--- src/rtl/iis_pkg.sv ---
// Shared defaults and lrclk slot encoding for the I2S receiver.
package iis_pkg;
  localparam int DATA_W_DEF     = 24;
  localparam int SLOT_BCLKS_DEF = 32;
  localparam int BCLK_DIV_DEF   = 32;

  localparam logic LEFT  = 1'b0;
  localparam logic RIGHT = 1'b1;
endpackage

--- src/rtl/iis_rx_core_if.sv ---
// Sample bus from the I2S receiver to downstream processing.
interface iis_rx_core_if #(
  parameter int DATA_W = iis_pkg::DATA_W_DEF
) ();
  logic [DATA_W-1:0] ldata_l;
  logic [DATA_W-1:0] rdata_l;
  logic              sample_vld;

  modport master (output ldata_l, rdata_l, sample_vld);
  modport slave  (input  ldata_l, rdata_l, sample_vld);
endinterface

--- src/rtl/iis_clk_gen.sv ---
// bclk/lrclk generation from the system clock, plus bit counter and rise strobe.
module iis_clk_gen import iis_pkg::*; #(
  parameter int BCLK_DIV   = BCLK_DIV_DEF,
  parameter int SLOT_BCLKS = SLOT_BCLKS_DEF,
  localparam int CW = $clog2(BCLK_DIV),
  localparam int BW = $clog2(SLOT_BCLKS)
) (
  input  logic          clk_100m,
  input  logic          rst,
  output logic          bclk,
  output logic          lrclk,
  output logic [BW-1:0] bitcnt,
  output logic          rise
);
  localparam int HALF = BCLK_DIV / 2;

  logic [CW-1:0] cnt;
  logic          wrap;

  assign wrap = (cnt == CW'(BCLK_DIV - 1));
  assign rise = (cnt == CW'(HALF));

  // bclk/lrclk/bitcnt all update on the same edge as cnt, so lrclk and
  // bitcnt move exactly with the bclk falling edge.
  always_ff @(posedge clk_100m) begin
    if (rst) begin
      cnt    <= '0;
      bclk   <= 1'b0;
      lrclk  <= LEFT;
      bitcnt <= '0;
    end else begin
      cnt <= wrap ? '0 : cnt + 1'b1;
      if (cnt == CW'(HALF - 1)) bclk <= 1'b1;
      else if (wrap)            bclk <= 1'b0;
      if (wrap) begin
        if (bitcnt == BW'(SLOT_BCLKS - 1)) begin
          bitcnt <= '0;
          lrclk  <= ~lrclk;
        end else begin
          bitcnt <= bitcnt + 1'b1;
        end
      end
    end
  end
endmodule

--- src/rtl/iis_rx_core.sv ---
// I2S master-mode receiver: deserialises sdata_i into left/right sample registers.
// Define SDATA_SYNC_EN to add a 2-flop synchroniser on sdata_i (+2 cycles latency).
module iis_rx_core import iis_pkg::*; #(
  parameter int BCLK_DIV   = BCLK_DIV_DEF,
  parameter int SLOT_BCLKS = SLOT_BCLKS_DEF,
  parameter int DATA_W     = DATA_W_DEF
) (
  input  logic          clk_100m,
  input  logic          rst,
  input  logic          sdata_i,
  output logic          bclk,
  output logic          lrclk,
  iis_rx_core_if.master smp
);
  localparam int BW = $clog2(SLOT_BCLKS);

  logic [BW-1:0]     bitcnt;
  logic              rise;
  logic              sd;
  logic              take;
  logic              in_word;
  logic              last_bit;
  logic [DATA_W-1:0] sr;
  logic [DATA_W-1:0] word;

  iis_clk_gen #(.BCLK_DIV(BCLK_DIV), .SLOT_BCLKS(SLOT_BCLKS)) u_clk_gen (
    .clk_100m (clk_100m),
    .rst      (rst),
    .bclk     (bclk),
    .lrclk    (lrclk),
    .bitcnt   (bitcnt),
    .rise     (rise)
  );

`ifdef SDATA_SYNC_EN
  localparam int STAGES = 2;
  logic [1:0] sync;
  always_ff @(posedge clk_100m) begin
    if (rst) sync <= '0;
    else     sync <= {sync[0], sdata_i};
  end
  assign sd = sync[1];
`else
  localparam int STAGES = 0;
  assign sd = sdata_i;
`endif

  // Rise strobe delayed to line up with the synchroniser output. bitcnt and
  // lrclk only move at the wrap, well after the delayed sample point.
  logic [STAGES:0] vld_pipe;
  assign vld_pipe[0] = rise;
  generate
    if (STAGES > 0) begin : g_dly
      always_ff @(posedge clk_100m) begin
        if (rst) vld_pipe[STAGES:1] <= '0;
        else     vld_pipe[STAGES:1] <= vld_pipe[STAGES-1:0];
      end
    end
  endgenerate
  assign take = vld_pipe[STAGES];

  // bitcnt 0 carries the previous word's trailing bit (I2S one-bit delay).
  assign in_word  = (bitcnt != '0) && (bitcnt <= BW'(DATA_W));
  assign last_bit = (bitcnt == BW'(DATA_W));
  assign word     = {sr[DATA_W-2:0], sd};

  always_ff @(posedge clk_100m) begin
    if (rst) begin
      sr             <= '0;
      smp.ldata_l    <= '0;
      smp.rdata_l    <= '0;
      smp.sample_vld <= 1'b0;
    end else begin
      smp.sample_vld <= 1'b0;
      if (take && in_word) sr <= word;
      if (take && last_bit) begin
        smp.sample_vld <= 1'b1;
        if (lrclk == LEFT) smp.ldata_l <= word;
        else               smp.rdata_l <= word;
      end
    end
  end
endmodule

--- src/flat_wrapper.sv ---
// flat-port wrapper written by rule: the top's interface ports become plain ports
module iis_rx_core_flat import iis_pkg::*;
#(
  parameter int BCLK_DIV   = BCLK_DIV_DEF,
  parameter int SLOT_BCLKS = SLOT_BCLKS_DEF,
  parameter int DATA_W     = DATA_W_DEF
)
  (clk_100m, rst, sdata_i, bclk, lrclk, smp_ldata_l, smp_rdata_l, smp_sample_vld);
  iis_rx_core_if #(.DATA_W(DATA_W)) smp_i ();
  input  logic clk_100m;
  input  logic rst;
  input  logic sdata_i;
  output logic bclk;
  output logic lrclk;
  output wire logic [$bits(smp_i.ldata_l)-1:0] smp_ldata_l;
  output wire logic [$bits(smp_i.rdata_l)-1:0] smp_rdata_l;
  output wire logic [$bits(smp_i.sample_vld)-1:0] smp_sample_vld;
  assign smp_ldata_l = smp_i.ldata_l;
  assign smp_rdata_l = smp_i.rdata_l;
  assign smp_sample_vld = smp_i.sample_vld;
  iis_rx_core #(.BCLK_DIV(BCLK_DIV), .SLOT_BCLKS(SLOT_BCLKS), .DATA_W(DATA_W)) u_core (.clk_100m(clk_100m), .rst(rst), .sdata_i(sdata_i), .bclk(bclk), .lrclk(lrclk), .smp(smp_i));
endmodule
--- config.mk ---
export PLATFORM = sky130hd
export DESIGN_NAME = iis_rx_core_flat
export DESIGN_NICKNAME = d
export VERILOG_FILES = /design/src/rtl/iis_pkg.sv /design/src/rtl/iis_rx_core_if.sv /design/src/rtl/iis_clk_gen.sv /design/src/rtl/iis_rx_core.sv /design/src/flat_wrapper.sv
export SDC_FILE = /design/constraint.sdc
export NUM_CORES = 1
export LEC_CHECK = 0
export ABC_CLOCK_PERIOD_IN_PS = 2300
export CAP_MARGIN = 20
export CORE_UTILIZATION = 30
export DETAILED_ROUTE_END_ITERATION = 16
export DONT_BUFFER_PORTS = 1
export GPL_TIMING_DRIVEN = 0
export SLEW_MARGIN = 40
export SYNTH_ARGS = -nofsm -noshare
export SYNTH_HDL_FRONTEND = slang
export SYNTH_SLANG_ARGS = --single-unit
--- constraint.sdc ---
create_clock -name clk_100m -period 2.3 [get_ports clk_100m]
set_input_delay 0.46 -clock clk_100m [delete_from_list [all_inputs] [get_ports clk_100m]]
set_output_delay 0.46 -clock clk_100m [all_outputs]
set_load 0.005 [all_outputs]
After elaboration in Yosys (flattened, before gate mapping)
Index checks and enable logic that the tools add are counted.
{"block": "op_classes", "addsub": 2, "multipliers": 0, "div": 0, "order_cmp": 1, "n_eq_ne": 5, "shifts": 0, "n_mux": 4, "n_bitwise": 1, "reduce_logical": 9}
{"cell": "$eq 5x5->1 const B", "count": 4}
{"cell": "$add 5x1->5 const B", "count": 2}
{"cell": "$reduce_and 2->1", "count": 3}
{"cell": "$eq 5x4->1 const B", "count": 1}
{"cell": "$le 5x5->1 const B", "count": 1}
{"cell": "$mux 5", "count": 1}
{"cell": "$reduce_bool 5->1", "count": 1}
{"cell": "$logic_and 1x1->1", "count": 3}
{"cell": "$mux 1", "count": 3}
{"cell": "$reduce_bool 2->1", "count": 1}
{"cell": "$reduce_or 2->1", "count": 1}
{"cell": "$not 1->1", "count": 1}
{"block": "word_totals", "register_bits": 84, "latch_bits": 0, "ramBits": 0, "rom_bits": 0, "inputBits": 3, "out_inout_bits": 51, "elab_cells": 30, "mem_count": 0}

Longest topological paths before layout
Gate-level depths: netlist (run 1).
{"block": "depth", "ltp_word": 3, "mapped_depth": 7, "mapped_depth_nobuf": 6}

Modules after synthesis
Synthesis (run 1) repeated with hierarchy kept, for this count alone.
{"block": "hier_totals", "cells_unflattened": 511, "hier_area_um2": 4414.2}
{"module": "iis_rx_core", "n_inst": 1, "cells_each": 451, "area_each_um2": 3856.2}
{"module": "iis_clk_gen", "n_inst": 1, "cells_each": 60, "area_each_um2": 558.0}

Worst setup path after synthesis (run 1)
OpenSTA, ideal clock, no wires.
{"block": "synth_timing", "kind": "register to register", "from": "register u_core.u_clk_gen.bitcnt[0]", "to": "register u_core.sr[10]", "setup_time_ns": 0.072, "arrival_time_ns": 1.599, "required_time_ns": 2.228, "slack_ns": 0.629, "stages_incl_launch_ff": 7, "n_path_buf": 1, "synth_period_minus_slack_ns": 1.671, "cell_sequence": "dfxtp_1 -> inv_1 -> ha_1 -> nor4b_2 -> a211oi_4 -> buf_8 -> mux2i_1"}
{"block": "synth_between", "elab_chain_len": 3, "elab_cells_between_ends": 4}
{"item": "from (decl)", "line": "iis_clk_gen.sv:12", "source": "output logic [BW-1:0] bitcnt,"}
{"item": "from (signal assigned)", "line": "iis_clk_gen.sv:40", "source": "bitcnt <= bitcnt + 1'b1;"}
{"item": "$le 5x5->1 or $reduce_bool 5->1 (tied branches)", "line": "iis_rx_core.sv:63", "source": "assign in_word = (bitcnt != '0) && (bitcnt <= BW'(DATA_W));"}
{"item": "$logic_and 1x1->1 *", "line": "iis_rx_core.sv:63"}
{"item": "$logic_and 1x1->1 *", "line": "iis_rx_core.sv:75", "source": "if (take && in_word) sr <= word;"}
{"item": "to (signal assigned)", "line": "iis_rx_core.sv:75"}
{"item": "to (decl)", "line": "iis_rx_core.sv:23", "source": "logic [DATA_W-1:0] sr;"}
Mark *: on every way between the ends. The rest lies on a longest branch, timed or not.
A chain may end at the register's enable or synchronous reset.

Worst setup path after layout (run 1)
{"block": "layout_timing", "from": "register u_core.u_clk_gen.bitcnt[0]", "to": "register u_core.sr[8]"}
Same word-level chain as after synthesis.

==> metrics.cfg, run 1 <==
[placed_design]
place_area_um2=3610
place_hpwl_um=4790
io_buffers=0
dp_cells=441
gp_congestion=0.748

[grt]
grt_max_degree=14
grt_usage_pct=12.5
grt_pass1_vias=2107
grt_overflow_total=0
antenna_found_initial=0
grt_pass1_wl_um=10900

[die]
io_pins=54
row_count=38
die_w_um=109
initial_utilization_pct=31.2
fp.dieH_um=109
core_um2=11000
die_area_um2=11900

[worst_setup_path]
required_ns=2.57
cpPeakStageDelay_ns=0.49
worst_setup_path_end_kind=flip-flop
worstPathCellList=inv_1, ha_1, nor4b_2, a211oi_4, buf_8, mux2i_1
cp-start-kind=flip-flop
arrival_ns=2.21
cp_max_fo=10
crit_path_top_delay_cell=a211oi_4
critPathKind=flip-flop to flip-flop

[synthesis]
synth_area_um2=3430
synth_top_area_cell=dfxtp_1
syn_nets=311
yosysTopAreaCellShare_pct=49.0
synth_cell_types=34
ys_ff_latch=84
synthArstFlopShare_pct=0
ys_seq_area_share_pct=49.0
syn_inst=301
synth_area_leaders=dfxtp_1 (49%), mux2i_1 (21%), nand2b_1 (13%)
synthFlopType=dfxtp_1
synth_edf_count=0
avgSynthCellArea_um2=11.4
synth_warnings=0

[routing]
wl_per_cell_um=14.5
remaining_drc_errors=0
firstDrtPassIters=4
detail-route-antenna-nets=0
initialDrtViolationCount=46
routed_wl_um=6650
vias=2059
vias_per_cell=4.51

[clock_tree]
clkLatencyLatePin_ns=0.34
cts_tree=built
cts_setup_buffers=0
numClockSinks=84
cts.path.max_buffers=2
path_clk_slew_ns=0.06
cts-hold-fix-buffers=0
htree_levels=3
cts_resized=0
cts-root-buf=clkbuf_16
numCtsBuffers=9

[final_layout]
regArea_um2=1680
fin_cells=457
antenna_cells=0
layout-area-overhead-vs-synth_pct=14.4
post-route-cell-area_um2=3930
drive_gt1_share_pct=9.15
fin_nets=322
multiInputGateArea_um2=1620
fill_cells=1073

[sta]
whs_ns=0.347
report.final.slew_viol_count=0
skew_ns=0.00798
maxSlewHeadroom_pct=63.8
fin_tns_setup_ns=0
finalCriticalPeriod_ns=1.94
worstMarginPinSlew_ns=0.541
rsz0062_at_grt=false
finalSetupViolCount=0
fin_crit_sh_pct=84.3
max_clock_freq_mhz=516
final_hold_viol_count=0

[outcome]
status=finished, final reports clean

[hold_path]
hp-class=input port to flip-flop

[job]
maxCapViolCount=0

[pwr]
power_density_nw_per_um2=778
peakVddDrop_mv=0.637
leakagePower_uw=0.00146

-- worst paths after layout --
path / start / slack (ns) / endpoint / depth (start not counted)
hold reg to reg: u_core.u_clk_gen.cnt[0] / 0.49 / u_core.u_clk_gen.cnt[0] / 1
hold / removal: sdata_i / 0.35 / u_core.smp.ldata_l[0] / 2
setup reg to reg: u_core.u_clk_gen.bitcnt[0] / 0.36 / u_core.sr[8] / 6
setup / recovery: u_core.u_clk_gen.bitcnt[0] / 0.36 / u_core.sr[8] / 6
-- registers in the layout, indices dropped and copies added, names as in the netlist --
register	count
u_core.smp.ldata_l	24
u_core.smp.rdata_l	24
u_core.smp.sample_vld	1
u_core.sr	23
u_core.u_clk_gen.bclk	1
u_core.u_clk_gen.bitcnt	5
u_core.u_clk_gen.cnt	5
u_core.u_clk_gen.lrclk	1
-- layout by cell type, fill, tap and decap left out, types with 2 or more instances in the layout --
master,count
a21oi_1,5
buf_2,2
buf_8,2
bufinv_16,2
clkbuf_1,11
clkbuf_16,9
dfxtp_1,84
ha_1,7
inv_1,7
mux2i_1,72
nand2_1,2
nand2b_1,73
nand3_1,3
nor2_1,5
nor3_1,5
nor3_4,2
nor3b_1,2
o21ai_0,2
xnor2_1,2
-- power by group --
part	switching (µW)	internal, µW
combinational	26.9	28.8
sequential	4.12	1460
clock	554	979
total	585	2470
-- kinds of logic after synthesis --
group	Yosys count	synth area share, %
flops	84	49.0
buf+inv	22	3.83
xor+xnor	3	0.766
simple gates	104	21.0
compound gates	9	1.79
fa+ha+maj	7	2.55
mux	72	21.0
-- cell usage after synthesis, types with 2 or more instances --
cell,n
nor3_4,2
o21ai_0,2
nand2_1,2
a21oi_1,5
nand2b_1,73
inv_1,7
mux2i_1,72
clkbuf_1,9
nor3b_1,2
nand3_1,3
nor3_1,5
nor2_1,5
xnor2_1,2
buf_8,2
buf_2,2
dfxtp_1,84
ha_1,7
-- critical path, delay by kind of cell, from the launching register on --
kind,cells,cell delay [ns]
buf+inv,2,0.30
fa+ha+maj,1,0.27
simple gates,1,0.20
compound gates,1,0.49
flops,1,0.41
mux,1,0.19
-- layout make-up --
type / instances / area share [%]
sequential: 84 / 42.8
multi-input combinational: 195 / 41.2
clock buffer: 12 / 6.28
tap: 140 / 4.46
buffer: 15 / 2.68
clock inverter: 4 / 1.85
inverter: 7 / 0.669
-- routing by layer --
layer	part of all wire (%)	GRT usage (%)	vias to the layer above	wire length (µm)
li1	-	-	1044	-
met1	43	14.4	957	2890
met2	45	19.3	47	3000
met3	9.1	6.10	11	604
met4	2.3	6.08	0	151
met5	0	0	-	0
-- through the flow --
stage	worst slack [ns]	power, µW	util (%)
after global routing	0.260	3170	35.7
final	0.362	3050	35.7
after global placement	0.412	1550	32.8
after floorplan	0.629	1540	-
after CTS	0.334	3100	35.7
after detailed placement	0.338	1550	32.8
(Power assumes the default switching activity.)
==> run 2, diff against run 1 <==
--- a/config.mk
+++ b/config.mk
@@ -5,7 +5,7 @@
 export SDC_FILE = /design/constraint.sdc
 export NUM_CORES = 1
 export LEC_CHECK = 0
-export ABC_CLOCK_PERIOD_IN_PS = 2300
+export ABC_CLOCK_PERIOD_IN_PS = 1800
 export CAP_MARGIN = 20
 export CORE_UTILIZATION = 30
 export DETAILED_ROUTE_END_ITERATION = 16
==> constraint.sdc (replaced) <==
create_clock -name clk_100m -period 1.8 [get_ports clk_100m]
set_input_delay 0.36 -clock clk_100m [delete_from_list [all_inputs] [get_ports clk_100m]]
set_output_delay 0.36 -clock clk_100m [all_outputs]
set_load 0.005 [all_outputs]
==> run 2 against run 1 <==
Via count up 1.4%. Combinational power up 31%. Wire length up 2.0%. Sequential power up 28%. Clock skew about the same. Count of clock-buffer cells in the layout unchanged. Global-route usage up 0.076 points. Non-clock buffer count up 7. First-iteration DRC count up 6.5%. Sequential share of layout area down 0.90 points. Largest power group unchanged.
==> metrics.cfg, run 2 (synthesized netlist as in run 1, its figures left out) <==
[final_layout]
top_regs=u_core.smp.ldata_l x24, u_core.smp.rdata_l x24, u_core.sr x23
layout-area-overhead-vs-synth_pct=17.0
post-route-cell-area_um2=4020  ; +2.3%
drive_gt1_share_pct=13.0  ; +3.8 points
antenna_cells=0  ; unchanged
fin_cells=464  ; +1.5%
final_cell_mix=dfxtp_1 (82), nand2b_1 (73), mux2i_1 (72), clkbuf_1 (10), clkbuf_16 (9)
fin_nets=329  ; +2.2%
final_common_cell=dfxtp_1

[sta]
final_hold_viol_count=0  ; unchanged
fin_tns_setup_ns=0  ; unchanged
whs_ns=0.249  ; -0.0987 ns
finalSetupViolCount=0  ; unchanged
fin_ws_ns=0.0870  ; -0.275 ns
fin_crit_sh_pct=95.2  ; +11 points
worstMarginPinSlew_ns=0.532  ; -0.00961 ns
maxSlewHeadroom_pct=64.4  ; +0.64 points
skew_ns=0.00779  ; -0.000187 ns
max_clock_freq_mhz=584  ; +13%
finalCriticalPeriod_ns=1.71  ; -0.225 ns
report.final.slew_viol_count=0  ; unchanged

[clock_tree]
cts-root-buf=clkbuf_16
clkLatencyLatePin_ns=0.34  ; about the same
numCtsBuffers=9  ; unchanged
numClockSinks=84  ; unchanged
cts_tree=built
htree_levels=3  ; unchanged
cts.path.max_buffers=2  ; unchanged
cts-hold-fix-buffers=0  ; unchanged
path_clk_slew_ns=0.06  ; about the same

[die]
die_area_um2=11900  ; unchanged
die_w_um=109  ; unchanged
io_pins=54  ; unchanged
core_um2=11000  ; unchanged
row_count=38  ; unchanged
initial_utilization_pct=31.2  ; unchanged
fp.dieH_um=109  ; unchanged

[placed_design]
dp_cells=441  ; unchanged
io_buffers=0  ; unchanged
place_area_um2=3610  ; unchanged
dp_slack_ns=-0.162  ; -0.500 ns
gp_congestion=0.748  ; unchanged
place_hpwl_um=4790  ; unchanged

[routing]
initialDrtViolationCount=49  ; +6.5%
remaining_drc_errors=0  ; unchanged
routed_wl_um=6780  ; +2.0%
wl_per_cell_um=14.6  ; +0.49%
vias_per_cell=4.50  ; -0.17%
detail-route-antenna-nets=0  ; unchanged
firstDrtPassIters=4  ; unchanged
vias=2087  ; +1.4%

[worst_setup_path]
cp-start-kind=flip-flop
critPathKind=flip-flop to flip-flop
worst_setup_path_end_kind=flip-flop
cp_max_fo=5  ; -5
arrival_ns=1.98  ; -0.23 ns
required_ns=2.07  ; -0.50 ns

[outcome]
status=finished, final reports clean

[grt]
met2_usage_pct=19.4  ; +0.13 points
busiest_layer=met2
antenna_found_initial=0  ; unchanged
grt_max_degree=14  ; unchanged
grt_pass1_wl_um=11000  ; +0.57%
grtUsageMet1_pct=14.5  ; +0.11 points
grt_usage_pct=12.6  ; +0.076 points
grt_overflow_total=0  ; unchanged
grt_pass1_vias=2109  ; +0.095%
use_met3_pct=6.10  ; unchanged

[pwr]
leakagePower_uw=0.00150  ; +2.8%
peakVddDrop_mv=0.809  ; +27%
power_density_nw_per_um2=971  ; +25%

[job]
maxCapViolCount=0  ; unchanged

[hold_path]
hp-class=input port to flip-flop

[run 2: cell types whose count changed in the layout (fill, tap and decap cells not counted), sizes merged]
cell    change
clkbuf      +1
buf         +6
[run 2: worst paths after layout]
check,slack (ns),end,start,cells past startpoint
worst max-delay path,0.09,u_core.u_clk_gen.bitcnt[3],u_core.u_clk_gen.cnt[0],6
worst min-delay path,0.25,u_core.smp.ldata_l[0],sdata_i,2
worst max register to register,0.09,u_core.u_clk_gen.bitcnt[3],u_core.u_clk_gen.cnt[0],6
worst min register to register,0.44,u_core.u_clk_gen.cnt[0],u_core.u_clk_gen.cnt[0],1
[run 2: critical path, stage by stage (launching register included)]
cell     delay (ns)
dfxtp_2        0.35
ha_2           0.19
and3_2         0.22
ha_4           0.14
inv_1          0.08
or4_1          0.55
a21oi_2        0.12
[run 2: metrics by stage]
stage               power, µW  utilization (%)
floorplan                1970                -
global placement         1980             32.8
detailed placement       1990             32.8
CTS                      3960             35.9
global route             4060             36.6
finish                   3900             36.6
[run 2: layer usage]
layer	part of all wire, %	vias up	wire length (µm)
li1	-	1060	-
met4	2.3	0	153
met5	0	-	0
met1	43	971	2930
met2	45	44	3080
met3	9.0	12	613
[run 2: layout make-up]
type,count,area (µm²)
Fill cell,1061,6970
Sequential cell,84,1680
Multi-Input combinational cell,195,1640
Clock buffer,12,246
Tap cell,140,175
Buffer,15,109
Clock inverter,4,72.6
Timing Repair Buffer,7,65.1
Inverter,7,26.3
[run 2: timing repair]
item,in CTS,in global routing
setup buffers,2,5
gates resized for setup,2,6
pin swaps,1,2
setup endpoints to repair,23,12
[run 2: power by group]
part / total, µW / switching (µW) / internal [µW]
registers: 1870 / 5.44 / 1870
logic: 73.0 / 35.8 / 37.3
clock network: 1950 / 703 / 1250
total: 3900 / 745 / 3150
==> run 3, diff against run 2 <==
--- a/config.mk
+++ b/config.mk
@@ -14,4 +14,5 @@
 export SLEW_MARGIN = 40
 export SYNTH_ARGS = -nofsm -noshare
 export SYNTH_HDL_FRONTEND = slang
+export SYNTH_HIERARCHICAL = 1
 export SYNTH_SLANG_ARGS = --single-unit
==> run 3 against run 2 <==
Maximum frequency down 4.1%. Worst hold slack worse by 0.17 ns. Largest cell class is now multi-input combinational cells. Cell area up 36%. Highest routed layer unchanged. Area after synthesis up 29%. Critical endpoint is now u_core/sr[17]. Flip-flop and latch count unchanged.
==> metrics.cfg, run 3 <==
[sta]
whs_ns=0.0795  ; -0.169 ns
max_clock_freq_mhz=560  ; -4.1%
worstMarginPinSlew_ns=0.977  ; +0.445 ns
maxSlewHeadroom_pct=34.9  ; -30 points
rsz0062_at_grt=true
skew_ns=0.00787  ; +0.0000800 ns
finalSetupViolCount=0  ; unchanged
fin_crit_sh_pct=99.3  ; +4.1 points
report.final.slew_viol_count=0  ; unchanged
final_hold_viol_count=0  ; unchanged
finalCriticalPeriod_ns=1.79  ; +0.0738 ns

[clock_tree]
numCtsBuffers=9  ; unchanged
cts.path.max_buffers=2  ; unchanged
cts-hold-fix-buffers=0  ; unchanged
htree_levels=3  ; unchanged
cts-root-buf=clkbuf_16
clkLatencyLatePin_ns=0.35  ; about the same
cts_tree=built
path_clk_slew_ns=0.06  ; about the same
numClockSinks=84  ; unchanged

[routing]
vias=4398  ; +110%
detail-route-antenna-nets=0  ; unchanged
firstDrtPassIters=5  ; +1
initialDrtViolationCount=448  ; +810%
remaining_drc_errors=0  ; unchanged
wl_per_cell_um=20.3  ; +39%
routed_wl_um=14600  ; +110%
vias_per_cell=6.13  ; +36%

[die]
core_um2=14100  ; +28%
io_pins=54  ; unchanged
die_w_um=123  ; +13%
row_count=43  ; +13%
initial_utilization_pct=31.3  ; +0.078 points
die_area_um2=15200  ; +28%
fp.dieH_um=123  ; +13%

[final_layout]
top_regs=u_core/smp.ldata_l x24, u_core/smp.rdata_l x24, u_core/sr x23
drive_gt1_share_pct=20.1  ; +7.1 points
utilization_pct=38.9  ; +2.3 points
final_common_cell=dfxtp_1
fill_cells=1414  ; +33%
fin_cells=717  ; +55%
final_cell_mix=dfxtp_1 (80), nand4_1 (71), a21oi_1 (49), a31oi_1 (47), o31ai_1 (28)
post-route-cell-area_um2=5480  ; +36%
fin_nets=543  ; +65%
layout-area-overhead-vs-synth_pct=24.1
antenna_cells=0  ; unchanged

[grt]
grt_max_degree=15  ; +1
grt_pass1_vias=4237  ; +100%
grt_pass1_wl_um=22300  ; +100%
grt_usage_pct=19.1  ; +6.6 points
antenna_found_initial=0  ; unchanged
grt_overflow_total=0  ; unchanged

[worst_setup_path]
worst-path-buf-inv=4  ; +3
worst_setup_path_end_kind=flip-flop
r2r_slack_ns=0.01  ; -0.07 ns
cp_common_cell=buf_6
r2r-end=u_core/sr[17]
r2r_cells=9  ; +3
cpPeakStageDelay_ns=0.33  ; -0.22 ns
crit_path_top_delay_cell=dfxtp_2
cp-start-kind=flip-flop
worstPathCellList=inv_2, ha_4, nand2_4, nor3_4, buf_6, buf_4, buf_6, nand4_1, a31oi_1
cp_max_fo=10  ; +5
critical_path.top_delay_family=buffers and inverters
critPathKind=flip-flop to flip-flop
required_ns=2.08  ; about the same
crit_cells=9  ; +3
arrival_ns=2.06  ; +0.08 ns
timing.rr.start=u_core/u_clk_gen/cnt[0]

[placed_design]
io_buffers=0  ; unchanged
gp_congestion=0.829  ; +11%
dp_cells=691  ; +57%
place_area_um2=4640  ; +29%
place_hpwl_um=9620  ; +100%

[pwr]
power_density_nw_per_um2=755  ; -22%
finalPower_uw=4130  ; +6.1%
leakagePower_uw=0.00178  ; +18%
peakVddDrop_mv=0.412  ; -49%

[synthesis]
synth_commonest_cells=dfxtp_1 (84), nand4_1 (71), a21oi_1 (53), o31ai_1 (48), a31oi_1 (47)
synth_top_area_cell=dfxtp_1
synth_cell_types=30  ; -12%
avgSynthCellArea_um2=8.64  ; -24%
yosysTopAreaCellShare_pct=38.1  ; -11 points
ys_seq_area_share_pct=38.1  ; -11 points
ys_ff_latch=84  ; unchanged
synth.most_common_cell=dfxtp_1
synth_edf_count=0  ; unchanged
synthFlopType=dfxtp_1
syn_nets=522  ; +68%
synth_area_um2=4410  ; +29%
syn_inst=511  ; +70%
synth_area_leaders=dfxtp_1 (38%), nand4_1 (10%), o31ai_1 (8.2%)
synthArstFlopShare_pct=0  ; unchanged
synth_warnings=6  ; +6

[hold_path]
holdPathEnd=u_core/u_clk_gen/cnt[1]
hp-class=input port to flip-flop
min_from=rst
hold_depth=1  ; -1

[outcome]
status=finished, final reports clean

[job]
maxCapViolCount=0  ; unchanged

-- run 3: changes by cell type in the layout (fill, tap and decap cells not counted), moves of 13 or more --
cell,before,now
nand4_1,0,71
and3_1,1,24
nand2b_1,73,0
clkbuf_1,10,23
mux2i_1,72,24
buf_2,1,15
o31ai_1,0,28
a21oi_1,4,49
nor2b_1,0,23
nor3b_1,2,25
a31oi_1,1,47
buf_6,1,14
o31ai_2,0,13
-- run 3: final cells by class --
class / count / area [µm²] / area share [%]
multi-input cells: 355 / 2640 / 48.2
flip-flops and latches: 84 / 1690 / 30.8
plain buffers: 66 / 462 / 8.43
clock buffers: 10 / 239 / 4.36
well taps: 180 / 225 / 4.11
repair buffers: 10 / 139 / 2.54
clock inverters: 6 / 63.8 / 1.17
inverters: 6 / 22.5 / 0.411
-- run 3: metal layers --
metal / up-vias / wire length [µm] / GRT usage [%] / part of all wire, %
li1: 2021 / - / - / -
met1: 2138 / 6070 / 23.4 / 42
met2: 209 / 6990 / 30.6 / 48
met3: 30 / 1140 / 6.41 / 7.8
met4: 0 / 374 / 8.13 / 2.6
met5: - / 0 / 0 / 0
-- run 3: worst max-delay path by stage --
stage	endpoint	start	slack, ns
3_3_place_gp	u_core/smp.rdata_l[16]	u_core/u_clk_gen/cnt[0]	-0.51
4_1_cts	u_core/smp.rdata_l[14]	u_core/u_clk_gen/cnt[1]	-0.003
3_5_place_dp	u_core/smp.rdata_l[15]	u_core/u_clk_gen/cnt[0]	-0.53
6_report	u_core/sr[17]	u_core/u_clk_gen/cnt[0]	0.01
2_1_floorplan	u_core/smp.rdata_l[14]	u_core/u_clk_gen/cnt[0]	0.02
5_1_grt	u_core/smp.rdata_l[12]	u_core/u_clk_gen/lrclk	-0.07
-- run 3: repair_timing --
| action | 4_1_cts | 5_1_grt |
|---|---|---|
| pin swaps | 5 | 15 |
| resized for setup | 57 | 50 |
| setup buffers | 4 | 3 |
| endpoints found under the setup margin | 73 | 72 |
| cloned | 1 | 2 |
| hold endpoints to repair | 0 | 0 |
-- run 3: through the flow --
stage | TNS [ns] | worst slack [ns]
floorplan | 0 | 0.0231
global placement | -24.11 | -0.514
detailed placement | -25.18 | -0.531
CTS | -0.00447 | -0.00300
global route | -1.69 | -0.0748
finish | 0 | 0.0132
-- run 3: logic make-up after synthesis --
| kind of cell | share of synthesized area, % |
|---|---|
| AND/OR/NAND/NOR | 24.0 |
| AO/OA/AOI/OAI | 21.3 |
| flip-flops | 38.1 |
| buffers and inverters | 7.94 |
| multiplexers | 5.44 |
| adder cells (fa/ha/maj) | 2.27 |
| XOR/XNOR | 0.964 |
-- run 3: where the power goes --
| part | internal [µW] | switching, µW | total [µW] |
|---|---|---|---|
| clock | 1110 | 795 | 1910 |
| sequential | 1910 | 105 | 2020 |
| combinational | 109 | 104 | 213 |
